`config.mk`:
```
export PLATFORM = sky130hd
export DESIGN_NAME = native_bus_initiator
export DESIGN_NICKNAME = d
export VERILOG_FILES = /design/src/rtl/native_bus_initiator.sv
export SDC_FILE = /design/constraint.sdc
export NUM_CORES = 1
export LEC_CHECK = 0
export BUFFER_PORTS_ARGS = -buffer_cell sky130_fd_sc_hd__buf_2
export CAP_MARGIN = 20
export CORE_UTILIZATION = 40
export DETAILED_ROUTE_END_ITERATION = 8
export PLACE_DENSITY = 0.75
export SKIP_LAST_GASP = 1
export SYNTH_ARGS = -nofsm -noshare
export SYNTH_HDL_FRONTEND = slang
export SYNTH_SLANG_ARGS = --single-unit
```
`constraint.sdc`:
```
create_clock -name NATIVE_CLK -period 2.1 [get_ports NATIVE_CLK]
set_input_delay 0.21 -clock NATIVE_CLK [delete_from_list [all_inputs] [get_ports NATIVE_CLK]]
set_output_delay 0.21 -clock NATIVE_CLK [all_outputs]
set_load 0.005 [all_outputs]
```
`src/rtl/native_bus_initiator.sv`:
```
// Native-bus initiator: accepts one command at a time, issues a single EN strobe,
// masks the responder's stale READY for a guard window, then waits for READY or times out.
module native_bus_initiator #(
    parameter int NATIVE_ADDR_WIDTH = 2,
    parameter int NATIVE_DATA_WIDTH = 32,
    parameter int TIMEOUT_CYCLES    = 255,
    parameter int READY_GUARD       = 2
) (
    input  logic                         NATIVE_CLK,
    input  logic                         rst,
    input  logic                         cmd_valid,
    output logic                         cmd_ready,
    input  logic                         cmd_wr,
    input  logic [NATIVE_ADDR_WIDTH-1:0] cmd_addr,
    input  logic [NATIVE_DATA_WIDTH-1:0] cmd_wdata,
    output logic                         NATIVE_EN,
    output logic                         NATIVE_WR,
    output logic [NATIVE_ADDR_WIDTH-1:0] NATIVE_ADDR,
    output logic [NATIVE_DATA_WIDTH-1:0] NATIVE_DATA_OUT,
    input  logic [NATIVE_DATA_WIDTH-1:0] NATIVE_DATA_IN,
    input  logic                         NATIVE_READY,
    output logic                         rsp_valid,
    output logic [NATIVE_DATA_WIDTH-1:0] rsp_rdata,
    output logic                         rsp_err,
    output logic                         busy
);

    typedef enum logic [2:0] {IDLE, ISSUE, GUARD, WAIT, RESP} state_t;

    localparam logic [15:0] TIMEOUT_LAST = 16'(TIMEOUT_CYCLES - 1);
    localparam logic [2:0]  GUARD_LAST   = 3'(READY_GUARD - 1);

    state_t      state;
    state_t      state_nxt;
    logic [2:0]  guard_cnt;
    logic [15:0] wait_cnt;
    logic        accept;
    logic        ready_hit;
    logic        timeout_hit;

    assign accept      = cmd_valid && (state == IDLE);
    // READY beats the timeout when both land in the same WAIT cycle
    assign ready_hit   = (state == WAIT) && NATIVE_READY;
    assign timeout_hit = (state == WAIT) && !NATIVE_READY && (wait_cnt == TIMEOUT_LAST);

    always_ff @(posedge NATIVE_CLK) begin
        if (rst) begin
            state <= IDLE;
        end else begin
            state <= state_nxt;
        end
    end

    always_comb begin
        state_nxt = state;
        cmd_ready = 1'b0;
        NATIVE_EN = 1'b0;
        rsp_valid = 1'b0;
        busy      = 1'b1;
        case (state)
            IDLE: begin
                cmd_ready = 1'b1;
                busy      = 1'b0;
                if (accept) state_nxt = ISSUE;
            end
            ISSUE: begin
                NATIVE_EN = 1'b1;
                state_nxt = GUARD;
            end
            GUARD: begin
                if (guard_cnt == GUARD_LAST) state_nxt = WAIT;
            end
            WAIT: begin
                if (ready_hit || timeout_hit) state_nxt = RESP;
            end
            RESP: begin
                rsp_valid = 1'b1;
                state_nxt = IDLE;
            end
            default: state_nxt = IDLE;
        endcase
    end

    // Both counters restart from zero whenever their state is entered
    always_ff @(posedge NATIVE_CLK) begin
        if (rst) begin
            guard_cnt <= '0;
            wait_cnt  <= '0;
        end else begin
            guard_cnt <= (state == GUARD) ? guard_cnt + 3'd1 : 3'd0;
            if (state != WAIT) begin
                wait_cnt <= '0;
            end else if (wait_cnt != 16'hFFFF) begin
                wait_cnt <= wait_cnt + 16'd1;
            end
        end
    end

    always_ff @(posedge NATIVE_CLK) begin
        if (rst) begin
            NATIVE_WR       <= 1'b0;
            NATIVE_ADDR     <= '0;
            NATIVE_DATA_OUT <= '0;
        end else if (accept) begin
            NATIVE_WR       <= cmd_wr;
            NATIVE_ADDR     <= cmd_addr;
            NATIVE_DATA_OUT <= cmd_wdata;
        end
    end

    always_ff @(posedge NATIVE_CLK) begin
        if (rst) begin
            rsp_rdata <= '0;
            rsp_err   <= 1'b0;
        end else if (ready_hit) begin
            rsp_rdata <= NATIVE_WR ? '0 : NATIVE_DATA_IN;
            rsp_err   <= 1'b0;
        end else if (timeout_hit) begin
            rsp_rdata <= '0;
            rsp_err   <= 1'b1;
        end
    end

endmodule

```
After elaboration in Yosys (flattened, before gate mapping)
Index checks and enable logic that the tools add are counted.
Widths: inputs -> output; s select.
Storage, ports and cells
  memory bits (writable): 0
  logic and storage cells: 45
  flip-flop bits (word level): 90
  output and inout bits: 72
  memory bits (read-only): 0
  memories kept: 0
  input port bits: 71
  bits in latches: 0
Cells by class
  $lt $le $gt $ge: 0
  multiplexer cells: 11
  divide/modulo/power cells: 0
  equal/unequal tests: 11
  add/sub/neg operators: 2
  multipliers: 0
  reduce and logical (&&, ||, !) cells: 12
  bitwise operators: 1
  shifts and indexed selects: 0
Operators with widths (number)
  $mux 32: 3
  $add 16x1->16 const B: 1
  $eq 16x8->1 const B: 1
  $ne 16x16->1 const B: 1
  $pmux 3 s4: 1
  $mux 3: 3
  $eq 3x1->1 const B: 2
  $eq 3x2->1 const B: 2
  $reduce_or 2->1: 3
  $logic_and 1x1->1: 4
  $mux 1: 4
  $ne 2x2->1 const B: 2
  $add 3x1->3 const B: 1
  $eq 3x3->1 const B: 1
  $logic_not 3->1: 1
  $ne 3x2->1 const B: 1
  $reduce_and 3->1: 1
  $ne 2x1->1 const B: 1
  $reduce_bool 2->1: 1
  $logic_not 1->1: 1
  $logic_or 1x1->1: 1
  $not 1->1: 1

Depth between registers and ports, before layout
  depth in word-level cells: 6
  mapped depth: 7
  gate-level depth less buffers: 6

Worst setup path after synthesis
Ideal clock, no wire load.
  path type: register -> register
  start: register wait_cnt[7]
  end: register rsp_rdata[10]
  cell stages (with the launch flop): 7
  required time: 1.983 ns
  setup time: 0.117 ns
  clock period less this slack: 1.836 ns
  arrival time: 1.719 ns
  path slack: 0.264 ns
  buffers on the path: 2
  cell sequence: dfxtp_1 -> buf_4 -> or4b_4 -> o41ai_4 -> a21oi_2 -> buf_6 -> a22o_1
On the way
  word-level cells in the longest chain between the ends: 3
Ends and longest elaborated chain
  from (decl): RTL line 36  | logic [15:0] wait_cnt;
  from (signal assigned): RTL line 94  | wait_cnt <= wait_cnt + 16'd1;
  $eq 16x8->1: RTL line 44  | assign timeout_hit = (state == WAIT) && !NATIVE_READY && (wait_cnt == TIMEOUT_LAST);
  $logic_and 1x1->1: RTL line 44
  $reduce_bool 2->1 (no line)
  to (signal assigned): RTL line 116  | rsp_rdata <= NATIVE_WR ? '0 : NATIVE_DATA_IN;
  to (decl): RTL line 23  | output logic [NATIVE_DATA_WIDTH-1:0] rsp_rdata,
No other way between the ends.
A chain may end at the register's enable or synchronous reset.

Worst setup path in the final report
  start: register wait_cnt[15]
  end: register rsp_rdata[4]
Same word-level chain as after synthesis.

==> flow_summary_export.csv <==
group,metric,value,unit
global_route,grt_pass1_wl,13070,microns
yosys,yosysMostFrequentCell,"dfxtp_1",
floorplanning,start_util,41.26,%
yosys,ys_warn_count,0,
final_layout,fin_cells,613,
critical_path,cp_cell_sequence,"or4_1 -> o41ai_4 -> a21oi_2 -> buf_4 -> a22o_1",
global_route,grt_usage,18.87,%
global_route,antenna_found_initial,0,
final_layout,layout-drive-gt1-share,34.25,%
power,p_switching,0.8867,mW
yosys,synth_cells,362,
route,route.met3.wl,500,microns
floorplanning,core,8175,sq um
timing,fin_crit,1.974,ns
yosys,synth.area.top_cells,"dfxtp_1 (53%), nand2_1 (8.5%), a22o_1 (8.3%)",
timing,finalCritPeriodShare,93.98,%
power,p_comb_share,10.6,%
timing,setup_viol,0,
route,wl_met1,3559,microns
job,cap_violations,0,
final_layout,final_core_util,53.67,%
route,top_layer_used,"met4",
timing,fmax,506.7,MHz
floorplanning,dieArea,8804,sq um
hold_path,min_path_type,"in -> reg",
clock_tree,cts.sinks,90,
route,drc,0,
clock_tree,clk_pin_slew,0.09,ns
yosys,syn-num-nets,437,
global_route,grt-ovfl-total,0,
critical_path,slowest_stage,"or4_1",
power,power_density,754.5,nW/um^2
route,dr.first_iter.drc_count,111,
placed_design,hpwl,5773,microns
route,first_pass_iters,4,
yosys,synth_flop_cell,"dfxtp_1",
timing,final.setup.tns,0,ns
power,max-vdd-ir-drop,0.4235,mV
yosys,synth-seq-cells,90,
yosys,synth_edf_count,0,
clock_tree,cts_buffer_depth,2,
yosys,ys_seq_area_share,53.41,%
yosys,synth_top_area_share,53.41,%
route,wl_met2,3949,microns
floorplanning,fp.dieW,93.83,microns
yosys,synth_common_cells,"dfxtp_1 (90), nand2_1 (76), a21oi_1 (46)",
final_layout,diodes,0,
power,power_frac_clock,34.6,%
clock_tree,insertion_delay,0.36,ns
route,vias,3154,
critical_path,arrival,2.22,ns
critical_path,criticalPathCategory,"reg -> reg",
critical_path,crit_family,"compound AO/OA/AOI/OAI gates",
floorplanning,chipHeight,93.83,microns
floorplanning,rows,33,
yosys,synth_area_leader_cell,"dfxtp_1",
timing,hold_viol_final,0,
power,seq_power_share,54.8,%
critical_path,cpPeakStageDelay,0.61,ns
run_status,status,"finished, final reports clean",
critical_path,cp_max_fo,23,
final_layout,syn2layout_area_growth,30.08,%
critical_path,critPathLaunchType,"flip-flop",
clock_tree,post_cts_buffers,0,
yosys,synth_area,3373,sq um
final_layout,nFillCells,766,
clock_tree,numCtsBuffers,9,
timing,whs,0.05048,ns
global_route,first_global_vias,2939,
critical_path,critPathBufInv,1,
power,sw_frac_of_total,26.78,%
yosys,ys_types,44,
critical_path,required,2.35,ns
clock_tree,cts_tree,"yes",
route,routed_via_density,5.145,
final_layout,final_nets,578,
clock_tree,cts_hold_buffers,0,
power,intPower,2.424,mW
placed_design,dp.cells,597,
timing,maxSlewViolCount,0,
power,p_total,3.311,mW
timing,fin_skew,0.01821,ns
clock_tree,htree_levels,3,
clock_tree,root_buffer,"clkbuf_8",
clock_tree,cts.repair.resized,0,
timing,rsz0062_at_grt,"false",
global_route,grt_max_degree,36,
yosys,synth.avg_cell_area,9.318,sq um
timing,tightest_slew,0.5485,ns
floorplanning,ioPinCount,143,
critical_path,critPathCaptureType,"flip-flop",
timing,relSlewSlack,63.15,%
power,leakagePower,1.967,nW
route,post_drt_wl_per_cell,13.39,microns
yosys,async_flop_share,0,%
placed_design,place.gp.congestion,0.8468,
route,final_antenna_net_count,0,
route,wl,8210,microns
placed_design,io_buffers,142,
## logic make-up (layout without fill, tap and decap cells)
group                      after synthesis  count (layout)  share of synthesized area [%]
and+or+nand+nor                        133             133                          19.29
AOI/OAI and AO/OA                      102             102                          20.55
DFF                                     90              90                          53.41
buffers and inverters                   29             175                          4.229
adders and majority gates                4               4                          1.484
xor gates and xnor gates                 4               4                          1.039
## sequential cells by signal (all words and copies together) (netlist names)
signal and count:
NATIVE_DATA_OUT 32, rsp_err 1, NATIVE_ADDR 2, state 3
NATIVE_WR 1, guard_cnt 3, rsp_rdata 32, wait_cnt 16
## worst register-to-register path, stage by stage, from the launching register on
cell and delay [ns]:
dfxtp_1 0.35, or4_1 0.61, o41ai_4 0.36, a21oi_2 0.11, buf_4 0.22, a22o_1 0.22
## layout by cell type (no fill, tap or decap), types with 7 or more instances in the layout
master and count:
buf_2 142, dfxtp_1 90, nor2_1 10, clkbuf_8 10
o21ai_0 8, a22o_1 32, inv_1 7, a21oi_1 46
buf_4 9, nand2_1 76
## power groups by stage
| stage | Sequential, mW | Combinational [mW] | Clock (mW) |
|---|---|---|---|
| final | 1.81 | 0.350 | 1.15 |
| after global routing | 1.82 | 0.391 | 1.26 |
| after CTS | 1.81 | 0.352 | 1.18 |
| after detailed placement | 1.85 | 0.352 | 0 |
| after global placement | 1.85 | 0.343 | 0 |
| after floorplan | 1.85 | 0.175 | 0 |
## routing by layer
metal | global-route usage (%) | vias to the layer above
met4 | 10.26 | 0
met5 | 0 | -
met1 | 21.95 | 1457
li1 | - | 1570
met2 | 31.69 | 109
met3 | 4.693 | 18
## cell type report
| cell class | instances | area (sq um) | share of cell area (%) |
|---|---|---|---|
| Sequential cell | 90 | 1802 | 41.06 |
| Multi-Input combinational cell | 243 | 1435 | 32.71 |
| Timing Repair Buffer | 152 | 798.3 | 18.19 |
| Clock buffer | 10 | 137.6 | 3.137 |
| Tap cell | 105 | 131.4 | 2.994 |
| Clock inverter | 6 | 57.56 | 1.312 |
| Inverter | 7 | 26.28 | 0.5988 |
## stage by stage
step,setup WS (ns),area [sq um]
2_1_floorplan,0.2638,3373
6_report,0.1264,4388
4_1_cts,0.1184,4388
3_5_place_dp,0.1403,4193
3_3_place_gp,0.1933,4193
5_1_grt,0.05635,4388
## final timing paths
path | startpoint | to | slack (ns) | cells after the start
max | wait_cnt[15]$_SDFFE_PP0P_ | rsp_rdata[4]$_SDFFE_PP0P_ | 0.13 | 5
min | NATIVE_READY | rsp_err$_SDFFE_PP0P_ | 0.05 | 2
max reg2reg | wait_cnt[15]$_SDFFE_PP0P_ | rsp_rdata[4]$_SDFFE_PP0P_ | 0.13 | 5
min reg2reg | NATIVE_DATA_OUT[3]$_SDFFE_PP0P_ | NATIVE_DATA_OUT[3]$_SDFFE_PP0P_ | 0.46 | 2
No activity file was read; power rests on OpenSTA's default activity.
